### src/rtl/wptr_full_gen.sv
// Async FIFO write-side pointer/full generator: binary count, registered Gray wptr, wfull; updates on the accepting edge.
// Writes while full are dropped (wen=0); optional walmost_full under `ALMOST_FULL_EN`, released as pessimistically as wfull.
module wptr_full_gen #(
  parameter int unsigned addr_size_p = 8
`ifdef ALMOST_FULL_EN
  , parameter int unsigned almost_full_thresh_p = 2**addr_size_p - 2
`endif
) (
  input  logic                   clk,
  input  logic                   rst,
  input  logic                   winc,
  input  logic [addr_size_p:0]   wq2_rptr,
  output logic                   wen,
  output logic [addr_size_p-1:0] waddr,
  output logic [addr_size_p:0]   wptr,
  output logic                   wfull
`ifdef ALMOST_FULL_EN
  , output logic                 walmost_full
`endif
);

  logic [addr_size_p:0] wbin_q, wbin_d;
  logic [addr_size_p:0] wptr_q, wgray_d;
  logic [addr_size_p:0] rptr_full_cmp;
  logic                 wfull_q, wfull_d;

  // Reset cycle swallows winc so nothing reaches memory while the pointer restarts.
  assign wen     = winc & ~wfull_q & ~rst;
  assign wbin_d  = wbin_q + {{addr_size_p{1'b0}}, wen};
  assign wgray_d = (wbin_d >> 1) ^ wbin_d;

  // Full when the write pointer is exactly one lap ahead: top two Gray bits inverted.
  assign rptr_full_cmp = {~wq2_rptr[addr_size_p:addr_size_p-1], wq2_rptr[addr_size_p-2:0]};
  assign wfull_d       = (wgray_d == rptr_full_cmp);

  always_ff @(posedge clk) begin
    if (rst) begin
      wbin_q  <= '0;
      wptr_q  <= '0;
      wfull_q <= 1'b0;
    end else begin
      wbin_q  <= wbin_d;
      wptr_q  <= wgray_d;
      wfull_q <= wfull_d;
    end
  end

  assign waddr = wbin_q[addr_size_p-1:0];
  assign wptr  = wptr_q;
  assign wfull = wfull_q;

`ifdef ALMOST_FULL_EN
  localparam logic [addr_size_p:0] AfThresh = (addr_size_p+1)'(almost_full_thresh_p);

  logic [addr_size_p:0] rbin_s;
  logic [addr_size_p:0] level;
  logic                 walmost_full_q, walmost_full_d;

  always_comb begin
    rbin_s = '0;
    for (int i = 0; i <= addr_size_p; i++) begin
      rbin_s[i] = ^(wq2_rptr >> i);
    end
  end

  assign level          = wbin_d - rbin_s;
  assign walmost_full_d = (level >= AfThresh);

  always_ff @(posedge clk) begin
    if (rst) begin
      walmost_full_q <= 1'b0;
    end else begin
      walmost_full_q <= walmost_full_d;
    end
  end

  assign walmost_full = walmost_full_q;
`endif

endmodule

### config.mk
export PLATFORM = sky130hd
export DESIGN_NAME = wptr_full_gen
export DESIGN_NICKNAME = d
export VERILOG_FILES = /design/src/rtl/wptr_full_gen.sv
export SDC_FILE = /design/constraint.sdc
export NUM_CORES = 1
export LEC_CHECK = 0
export ABC_AREA = 1
export BUFFER_PORTS_ARGS = -buffer_cell sky130_fd_sc_hd__buf_4
export CORE_ASPECT_RATIO = 0.9
export CORE_UTILIZATION = 54
export CTS_CLUSTER_SIZE = 40
export DETAILED_ROUTE_END_ITERATION = 12
export GPL_TIMING_DRIVEN = 0
export PLACE_DENSITY = 0.83
export SYNTH_ARGS = -nofsm -noshare
export SYNTH_HDL_FRONTEND = slang
export SYNTH_SLANG_ARGS = --single-unit
### constraint.sdc
create_clock -name clk -period 3.61 [get_ports clk]
set_input_delay 0.1805 -clock clk [delete_from_list [all_inputs] [get_ports clk]]
set_output_delay 0.1805 -clock clk [all_outputs]
set_load 0.005 [all_outputs]
Yosys cells after proc, flatten, opt, wreduce, memory -nomap -nowiden --
Index checks and enable logic that the tools add are counted.
Storage, ports and cells: output and inout port bits 19, latch bits 0, logic and storage cells 11, flip-flop bits (word level) 19, memories 0, RAM bits 0, memory bits (read-only) 0
Cells by class: div/mod/pow operators 0, magnitude comparators 0, $add $sub $neg 1, bitwise gates (word level) 6, muxes and demuxes 0, multipliers 0, equality and inequality tests 1, reduce and logical (&&, ||, !) cells 0, shifts and indexed selects 0
Operators with widths (number):
- 9-bit by 1-bit adder with 9-bit output | 1
- 9-bit == test | 1
- 8-bit by 9-bit XOR with 9-bit output | 1
- 1-bit AND | 2
- 1-bit NOT | 2
- 2-bit NOT | 1

Logic depth before layout (Yosys ltp) --
word-level depth 6, depth in mapped cells 18

Worst setup path after synthesis --
OpenSTA, ideal clock, no wires.
path type input to register, start in rst, end reg wfull_q (netlist: wfull), library setup time 112 ps, stages on the path 17, data required time 3498 ps, arrival time 1774 ps, setup slack 1723 ps, path buffers 1, path through clkbuf_1 > inv_1 > nand2_1 > nor2_1 > ha_1 > ha_1 > nand2_2 > nor2_2 > nand2_1 > nand2_1 > nand2_2 > nand2_1 > nand2_1 > nor2_1 > nor2_1 > nand2_1 > nor2_1
On the way: longest elaborated chain between the ends 5
RTL lines:
- from (decl) | RTL line 10 | input logic rst,
- 1-bit NOT | RTL line 28 | assign wen = winc & ~wfull_q & ~rst;
- 1-bit AND | RTL line 28
- via wen | RTL line 13 | output logic wen,
- 9-bit by 1-bit adder with 9-bit output | RTL line 29 | assign wbin_d = wbin_q + {{addr_size_p{1'b0}}, wen};
- 8-bit by 9-bit XOR with 9-bit output | RTL line 30 | assign wgray_d = (wbin_d >> 1) ^ wbin_d;
- 9-bit == test | RTL line 34 | assign wfull_d = (wgray_d == rptr_full_cmp);
- to (signal assigned) | RTL line 44 | wfull_q <= wfull_d;
- to (decl) | RTL line 25 | logic wfull_q, wfull_d;
The timed path passes the listed nets, and every way through them passes these cells. A chain may end at the register's enable or synchronous reset.

Worst setup path in the final report --
start reg wfull_q (netlist: wfull), end reg wfull_q (netlist: wfull)
On the way: longest elaborated chain between the ends 6
RTL lines:
- 1-bit NOT | RTL line 28
- 1-bit AND (2 in a row) | RTL line 28
- 9-bit by 1-bit adder with 9-bit output | RTL line 29
- via wbin_d[1] | RTL line 22 | logic [addr_size_p:0] wbin_q, wbin_d;
- 8-bit by 9-bit XOR with 9-bit output | RTL line 30
- 9-bit == test | RTL line 34
The timed path passes the listed nets, and every way through them passes these cells.

==> impl_metrics.tcl <==
set metrics [dict create \
    grt.total_usage_pct 24.63 \
    drv_cap 0 \
    slowest_delay_ps 320 \
    fp.dieW_um 48.95 \
    die_area_mm2 0.002166 \
    cts_root_buf "clkbuf_4" \
    finalWirelength_mm 2.413 \
    slew_viol_final 0 \
    drc 0 \
    grt_pass1_wl_mm 4.022 \
    num_vias 1128 \
    overflow 0 \
    syn_nets 186 \
    core-area_mm2 0.001769 \
    dp_hpwl_mm 1.886 \
    outcome "finished, final reports clean" \
    avgViaCountPerCell 4.969 \
    diodes 0 \
    drt_iter0_drc 25 \
    fmax_mhz 498.8 \
    syn_inst 171 \
    cts_resized 0 \
    dieHeight_um 44.25 \
    end_kind "register" \
    postCtsSetupBuffers 0 \
    crit_family "simple AND/OR/NAND/NOR gates" \
    syn_avg_cell_area_um2 6.263 \
    critical_path_depth 14 \
    rsz0062_at_grt "no" \
    irDropWorstVdd_v 0.0002307 \
    max_slew_margin_pct 69.90 \
    arrival_ps 2240 \
    startpoint "wfull" \
    syn_to_final_growth_pct 25.23 \
    synth_seq_cells 18 \
    fin_ws_ps 1605 \
    r2r_end "wfull" \
    yosys_warnings 0 \
    cts_buffers 3 \
    grt_max_degree 11 \
    r2r_start "wfull" \
    p_leak_nw 0.7058 \
    ys_seq_area_share_pct 33.64 \
    drive_gt1_share_pct 26.60 \
    hold_buffers 0 \
    start_util_pct 60.54 \
    cp_slowest_cell "dfxtp_1" \
    grt_pass1_vias 963 \
    skew_ps 2.814 \
    drt-pass1-iter-count 4 \
    whs_ps 182.0 \
    critPathRequiredTime_ps 3850 \
    num_rows 14 \
    hold_viol 0 \
    crit_top_cell "nor2_1" \
    synthesis.area_mm2 0.001071 \
    setup_viol 0 \
    clk_pin_slew_ps 100 \
    fin_nets 220 \
    cp_num_buf_inv 1 \
    worstRegToRegCells 14 \
    antenna_found_initial 0 \
    finalSetupTns_ps 0 \
    critical_path.max_fanout 4 \
    holdCritPathClass "input port to register" \
    fin_crit_ps 2005 \
    startpoint_type "register" \
    netlist-cell-type-count 18 \
    r2r_slack_ps 1610 \
    power_density_mw_per_mm2 256.5 \
    htreeDepth 1 \
    fin_crit_sh_pct 55.53 \
    io_pins 31 \
    worst_pin_slew_ps 451.4 \
    cp-endpoint "wfull" \
    cts_max_path_buffers 2 \
    avgRoutedWirePerCell_um 10.63 \
    cp_cell_sequence "nor2_1, ha_1, ha_1, inv_1, nand2_1, nand3_1, nand2_1, nor2_1, nand3_1, nor2_1, nand2_1, nor2_1, nand2_1, nor2_1" \
    io_buffer_count 29 \
    gp_congestion 0.8338 \
    cts_tree "yes" \
    clock-sinks 18 \
    crit_type "register to register" \
    dpl_worst_slack_ps 1375 \
    clock_latency_ps 290 \
    ant_nets 0 \
]
==> worst reg2reg max path, cell delays in order, from the launching register on <==
cell     delay (ps)
dfxtp_1         320
nor2_1          240
ha_1            210
ha_1            280
inv_1           140
nand2_1          90
nand3_1          80
nand2_1          50
nor2_1          100
nand3_1          80
nor2_1           90
nand2_1          60
nor2_1           80
nand2_1          50
nor2_1           90
==> area by class of cell <==
cell class / instances / area, um^2
Clock buffer: 3 / 22.52
Sequential cell: 18 / 360.3
Timing Repair Buffer: 29 / 217.7
Buffer: 2 / 7.507
Tap cell: 24 / 30.03
Inverter: 21 / 80.08
Multi-Input combinational cell: 130 / 623.1
Fill cell: 149 / 427.9
==> cells in the mapped netlist <==
master    instances  area [um^2]
clkbuf_1          2        7.510
nor2_1           17        63.81
o21ai_2           1        8.760
nand2_1          61        229.0
inv_1            18        67.56
nor2_4            2        22.52
inv_2             2        7.510
ha_1              3        37.54
clkinv_2          1        5.000
nand3_1          19        95.09
nor2_2            3        18.77
a21oi_1           7        35.03
nand3b_1          2        15.01
nand3_2           1        10.01
nand4_1           1        6.260
dfxtp_1          18        360.4
nand2_2          12        75.07
and3_1            1        6.260
==> worst min path at each step <==
stage,startpoint,end,slack (ps),depth (start not counted)
after global routing,wq2_rptr[7],wfull,190,4
after detailed placement,wq2_rptr[7],wfull,500,4
after floorplan,wq2_rptr[7],wfull,370,3
final,wq2_rptr[7],wfull,180,4
after global placement,wq2_rptr[7],wfull,490,4
after CTS,wq2_rptr[7],wfull,180,4
==> placed cells by master (no fill, tap or decap) <==
master and count:
nor2_1 17, o21ai_2 1, buf_4 29, ha_1 3, clkinv_2 1, inv_2 2, nand3_1 19, clkbuf_4 3
dfxtp_1 18, nor2_2 3, nand2_1 61, nand3b_1 2, nand2_2 12, and3_1 1, inv_1 18, nor2_4 2
a21oi_1 7, nand4_1 1, nand3_2 1, clkbuf_1 2
==> routing by layer <==
metal / part of all wire (%) / vias to the layer above / routed length (um) / track usage [%]
met2: 45 / 31 / 1089 / 42.78
met1: 49 / 494 / 1179 / 31.29
met5: 0 / - / 0 / 0
met3: 5.4 / 2 / 130 / 6.529
li1: - / 601 / - / -
met4: 0.54 / 0 / 13 / 4.706
==> sequential cells by signal (all words and copies together), names as in the netlist <==
register,cells
wbin_q,9
wfull,1
wptr,8
==> stage by stage <==
step                total power, mW  instances  utilization [%]  instance area, um^2
CTS                          0.3445        227            75.81                 1341
global route                 0.3589        227            75.81                 1341
finish                       0.3440        227            75.81                 1341
detailed placement           0.2485        224            74.54                 1319
floorplan                    0.2291        171                -                 1071
global placement             0.2471        224            74.54                 1319
==> power breakdown <==
group	internal, mW	switching (mW)
Combinational	0.0205	0.0205
Sequential	0.202	0.00158
Clock	0.0389	0.0610
Total	0.261	0.0830
==> cells by family (layout without fill, tap and decap cells) <==
logic type,after synthesis,in the layout,share of synthesized area [%]
AOI/OAI and AO/OA,8,8,4.089
buffers and inverters,23,55,8.177
and+or+nand+nor,119,119,50.58
DFF,18,18,33.65
adders and majority gates,3,3,3.505
No activity file was read; power rests on OpenSTA's default activity.
